**config.mk**
```make
export PLATFORM = sky130hd
export DESIGN_NAME = winograd_tile_buffer_flat
export DESIGN_NICKNAME = d
export VERILOG_FILES = /design/src/rtl/winograd_tile_buffer_if.sv /design/src/rtl/winograd_tile_buffer.sv /design/src/flat_wrapper.sv
export SDC_FILE = /design/constraint.sdc
export NUM_CORES = 1
export LEC_CHECK = 0
export CAP_MARGIN = 15
export CORE_UTILIZATION = 53
export CTS_BUF_LIST = sky130_fd_sc_hd__clkbuf_2
export CTS_CLUSTER_DIAMETER = 80
export CTS_CLUSTER_SIZE = 10
export DETAILED_ROUTE_END_ITERATION = 12
export PLACE_DENSITY = 0.82
export SYNTH_ARGS = -nofsm -noshare
export SYNTH_HDL_FRONTEND = slang
export SYNTH_SLANG_ARGS = --single-unit
```
**constraint.sdc**
```tcl
create_clock -name clk -period 4.3 [get_ports clk]
set_clock_uncertainty 0.2 [all_clocks]
set_input_delay 1.075 -clock clk [delete_from_list [all_inputs] [get_ports clk]]
set_output_delay 1.075 -clock clk [all_outputs]
set_load 0.01 [all_outputs]
```
**src/rtl/winograd_tile_buffer_if.sv**
```systemverilog
// Pixel-in / tile-out stream bundle for the Winograd tile buffer.
interface winograd_tile_buffer_if #(
    parameter int unsigned W = 8
);
    logic              i_valid;
    logic [W-1:0]      i_pixel;
    logic              o_ready;
    logic              o_valid;
    logic [16*W-1:0]   o_tile;
    logic              o_last;
    logic              i_tile_ready;

    // Buffer side: consumes pixels, produces tiles
    modport slave (
        input  i_valid,
        input  i_pixel,
        input  i_tile_ready,
        output o_ready,
        output o_valid,
        output o_tile,
        output o_last
    );

    // Environment side: produces pixels, consumes tiles
    modport master (
        output i_valid,
        output i_pixel,
        output i_tile_ready,
        input  o_ready,
        input  o_valid,
        input  o_tile,
        input  o_last
    );
endinterface

```
**src/rtl/winograd_tile_buffer.sv**
```systemverilog
// Winograd F(2x2,3x3) input tiler: turns a raster pixel stream into
// overlapping 4x4 tiles (stride 2), using three column-shifted line
// buffers plus a 3-column history of the current 4-row window.
module winograd_tile_buffer #(
    parameter int unsigned W     = 8,
    parameter int unsigned IMG_W = 6,
    parameter int unsigned IMG_H = 6
) (
    input  logic                   clk,
    input  logic                   rstn,
    winograd_tile_buffer_if.slave  bus
);
    localparam int unsigned CW = $clog2(IMG_W);
    localparam int unsigned RW = $clog2(IMG_H);
    localparam int unsigned TW = 16 * W;

    logic [CW-1:0] c_q, c_d;
    logic [RW-1:0] r_q, r_d;
    logic          o_valid_q, o_valid_d;
    logic          o_last_q, o_last_d;
    logic [TW-1:0] o_tile_q, o_tile_d;

    // lb[0] = row r-3, lb[1] = row r-2, lb[2] = row r-1 at the current column
    logic [2:0][IMG_W-1:0][W-1:0] lb_q, lb_d;
    // Previous three columns of the 4-row window: [row][col], col 2 newest
    logic [3:0][2:0][W-1:0]       win_q, win_d;
    logic [3:0][W-1:0]            col_new;
    logic [TW-1:0]                tile_c;

    logic accept, row_end, frame_end, emit;

    // Handshake and tile-completion decode
    always_comb begin
        accept    = bus.i_valid && bus.o_ready;
        row_end   = (c_q == CW'(IMG_W - 1));
        frame_end = row_end && (r_q == RW'(IMG_H - 1));
        emit      = accept && r_q[0] && (r_q >= RW'(3)) && c_q[0] && (c_q >= CW'(3));
    end

    // Incoming column (top to bottom) and the tile it would complete
    always_comb begin
        col_new[0] = lb_q[0][c_q];
        col_new[1] = lb_q[1][c_q];
        col_new[2] = lb_q[2][c_q];
        col_new[3] = bus.i_pixel;
        tile_c     = '0;
        for (int i = 0; i < 4; i++) begin
            for (int j = 0; j < 3; j++) begin
                tile_c[(4*i+j)*W +: W] = win_q[i][j];
            end
            tile_c[(4*i+3)*W +: W] = col_new[i];
        end
    end

    // Raster position of the next pixel
    always_comb begin
        c_d = c_q;
        r_d = r_q;
        if (accept) begin
            if (row_end) begin
                c_d = '0;
                r_d = frame_end ? '0 : r_q + RW'(1);
            end else begin
                c_d = c_q + CW'(1);
            end
        end
    end

    // Line buffers shift up one row per column; window slides one column
    always_comb begin
        lb_d  = lb_q;
        win_d = win_q;
        if (accept) begin
            lb_d[0][c_q] = lb_q[1][c_q];
            lb_d[1][c_q] = lb_q[2][c_q];
            lb_d[2][c_q] = bus.i_pixel;
            for (int i = 0; i < 4; i++) begin
                win_d[i][0] = win_q[i][1];
                win_d[i][1] = win_q[i][2];
                win_d[i][2] = col_new[i];
            end
        end
    end

    // Output tile register: load on completion, hold until taken
    always_comb begin
        o_valid_d = o_valid_q;
        o_last_d  = o_last_q;
        o_tile_d  = o_tile_q;
        if (emit) begin
            o_valid_d = 1'b1;
            o_last_d  = frame_end;
            o_tile_d  = tile_c;
        end else if (bus.i_tile_ready) begin
            o_valid_d = 1'b0;
            o_last_d  = 1'b0;
        end
    end

    // Control and output state with synchronous reset
    always_ff @(posedge clk) begin
        if (!rstn) begin
            c_q       <= '0;
            r_q       <= '0;
            o_valid_q <= 1'b0;
            o_last_q  <= 1'b0;
            o_tile_q  <= '0;
        end else begin
            c_q       <= c_d;
            r_q       <= r_d;
            o_valid_q <= o_valid_d;
            o_last_q  <= o_last_d;
            o_tile_q  <= o_tile_d;
        end
    end

    // Pixel storage; every location is rewritten before it reaches a tile
    always_ff @(posedge clk) begin
        lb_q  <= lb_d;
        win_q <= win_d;
    end

    assign bus.o_ready = !o_valid_q || bus.i_tile_ready;
    assign bus.o_valid = o_valid_q;
    assign bus.o_last  = o_last_q;
    assign bus.o_tile  = o_tile_q;

endmodule

```
**src/flat_wrapper.sv**
```systemverilog
// flat-port wrapper written by rule: the top's interface ports become plain ports
module winograd_tile_buffer_flat 
#(
    parameter int unsigned W     = 8,
    parameter int unsigned IMG_W = 6,
    parameter int unsigned IMG_H = 6
)
  (clk, rstn, bus_i_valid, bus_i_pixel, bus_i_tile_ready, bus_o_ready, bus_o_valid, bus_o_tile, bus_o_last);
  winograd_tile_buffer_if #(.W(W)) bus_i ();
  input  logic clk;
  input  logic rstn;
  input wire logic [$bits(bus_i.i_valid)-1:0] bus_i_valid;
  input wire logic [$bits(bus_i.i_pixel)-1:0] bus_i_pixel;
  input wire logic [$bits(bus_i.i_tile_ready)-1:0] bus_i_tile_ready;
  output wire logic [$bits(bus_i.o_ready)-1:0] bus_o_ready;
  output wire logic [$bits(bus_i.o_valid)-1:0] bus_o_valid;
  output wire logic [$bits(bus_i.o_tile)-1:0] bus_o_tile;
  output wire logic [$bits(bus_i.o_last)-1:0] bus_o_last;
  assign bus_i.i_valid = bus_i_valid;
  assign bus_i.i_pixel = bus_i_pixel;
  assign bus_i.i_tile_ready = bus_i_tile_ready;
  assign bus_o_ready = bus_i.o_ready;
  assign bus_o_valid = bus_i.o_valid;
  assign bus_o_tile = bus_i.o_tile;
  assign bus_o_last = bus_i.o_last;
  winograd_tile_buffer #(.W(W), .IMG_W(IMG_W), .IMG_H(IMG_H)) u_core (.clk(clk), .rstn(rstn), .bus(bus_i));
endmodule
```
==> out/metrics.yaml <==
setup_path:
  cp_max_fo: 5
  worstSetupPathType: "in2out"
  r2r_slack_ns: 1.19
  end_kind: "output port"
  required_ns: 3.02
  arrival_ns: 2.44
  start_kind: "input port"
synthesis:
  syn_nets: 1083
  ys_types: 35
  yosysSeqAreaShare_pct: 72.0
  synthTopCellsByArea: "edfxtp_1 (52%), dfxtp_1 (20%), mux2i_1 (5.5%)"
  synthCells: 1067
  yosys_register_bits: 376
  synth_top_area_cell: "edfxtp_1"
  yosys_warnings: 0
  syn-cell-area_sq_um: 13800
  synth_top_area_share_pct: 52.3
  syn_avg_cell_area_sq_um: 12.9
clock_network:
  post-cts-setup-buffer-count: 0
  clkTransAtPathRegs_ns: 0.19
  htreeDepth: 2
  cts_resized: 0
  clockBufferDepth: 3
  cts_hold_buf: 0
  numCtsBuffers: 43
  cts.sinks: 376
  cts_tree: "built"
  cts-root-buf: "clkbuf_2"
  clkLatencyLatePin_ns: 0.81
detailed_routing:
  vias: 8974
  drc: 0
  ant_nets: 0
  vias_per_cell: 5.77
  drt_iter0_drc: 1133
  routedWlPerCell_um: 19.1
  dr.pass1.iters: 5
  wl_mm: 29.6
floorplanning:
  die-area_sq_um: 26700
  start_util_pct: 54.4
  ios: 143
  core_sq_um: 25300
  num_rows: 58
  die_height_um: 163
  die_w_um: 163
power_and_ir_drop:
  seqPwrFrac_pct: 66.7
  leakagePower_nw: 5.18
  p_sw_share_pct: 24.0
  max-vdd-ir-drop_mv: 0.161
  p_per_area_nw_per_um2: 386
  total_power_w: 0.00613
  p_switching_w: 0.00147
  intPower_w: 0.00466
  pwr-share-comb_pct: 6.9
  clockPowerShare_pct: 26.4
placement:
  gp_congestion: 0.786
  dp.final_hpwl_mm: 17.9
  port_buffers: 142
timing:
  hold_violations: 0
  fin_crit_sh_pct: 86.4
  rsz0062_at_grt: "false"
  setup_viol: 0
  max_freq_mhz: 269
  tightest_slew_ns: 0.966
  finalSetupTns_ns: 0
  layout_min_cycle_time_ns: 3.72
  holdWs_ns: 0.234
  slew_headroom_pct: 35.6
  slew_violations: 0
global_route:
  first_global_vias: 8468
  antenna_found_initial: 1
  grt_start_max_net_pins: 107
  gr-total-overflow: 0
  track_usage_pct: 22.0
  grt_pass1_wl_mm: 45.5
cells_and_area:
  drive_gt1_share_pct: 9.72
  final_cell_mix: "edfxtp_1 (240), clkdlybuf4s50_1 (142), dfxtp_1 (135), a21oi_1 (134), nand3_1 (105)"
  layout.nets: 1206
  seqCellArea_sq_um: 9930
  final_common_cell: "edfxtp_1"
  areaGrowthSynthToFinish_pct: 15.3
  fill_cells: 1891
  utilization_pct: 62.8
  multiInputGateArea_sq_um: 3380
flow_run:
  drv_cap: 0
hold_path:
  hold_class: "reg2reg"
status:
  status: "finished, final reports clean"
through the flow:
step	std cells	area [sq um]	worst slack [ns]
floorplan	1067	13800	0.261
global placement	1475	15500	0.588
detailed placement	1475	15500	0.586
CTS	1554	15900	0.577
global route	1555	15900	0.544
finish	1555	15900	0.583
cell type report:
class	count	area share [%]
clock inverters	1	0.189
diodes	1	0.0157
flip-flops and latches	376	62.5
well taps	330	2.60
multi-input cells	575	21.3
inverters	30	0.740
repair buffers	164	10.3
clock buffers	78	2.46
layer usage:
metal | track usage, % | vias to the layer above | share of wire, %
met2 | 35.7 | 378 | 49
met1 | 30.5 | 4408 | 42
met4 | 6.29 | 0 | 1.5
met5 | 0 | - | 0
met3 | 3.61 | 36 | 7.7
li1 | - | 4152 | -
power by group through the flow:
stage | clock (W) | sequential [W] | combinational (W)
4_1_cts | 0.00165 | 0.00409 | 0.000420
3_5_place_dp | 0 | 0.00417 | 0.000419
2_1_floorplan | 0 | 0.00415 | 0.000275
3_3_place_gp | 0 | 0.00416 | 0.000409
5_1_grt | 0.00181 | 0.00410 | 0.000455
6_report | 0.00162 | 0.00409 | 0.000424
critical path: stages:
cell and delay (ns):
clkdlybuf4s50_1 0.47, and2b_4 0.23, inv_2 0.10, clkdlybuf4s50_1 0.56
registers in the layout (all words and copies together) (netlist names):
register,flops
u_core.c_q,3
u_core.bus.o_tile,128
u_core.bus.o_valid,1
u_core.r_q,3
u_core.lb_q,144
u_core.bus.o_last,1
u_core.tile_c,96
final timing paths:
kind                       end               from  depth (start not counted)
max                bus_o_ready   bus_i_tile_ready                          4
max reg2reg    u_core.lb_q[38]      u_core.c_q[1]                          5
min reg2reg  u_core.tile_c[34]  u_core.tile_c[42]                          0
min          u_core.tile_c[34]  u_core.tile_c[42]                          0
synth_stat cells, drive strengths merged:
cell / n
edfxtp: 240
dfxtp: 136
a21oi: 134
nand3: 106
o21ai: 104
nor2: 82
mux2i: 76
buf: 54
clkbuf: 32
inv: 30
nor3: 28
a211oi: 24
ha: 4
nand2b: 3
nand2: 2
o21a: 2
and2: 1
and2b: 1
nand4: 1
nor2b: 1
nor4: 1
o311a: 1
o311ai: 1
or2: 1
or3: 1
xor2: 1
cells by family after synthesis:
logic type / count (synthesis) / share of synthesized area [%]
compound gates: 266 / 10.3
xor+xnor: 1 / 0.0635
fa+ha+maj: 4 / 0.363
buf+inv: 116 / 3.89
flops: 376 / 72.0
mux: 76 / 5.52
simple gates: 228 / 7.84
(Power assumes the default switching activity.)
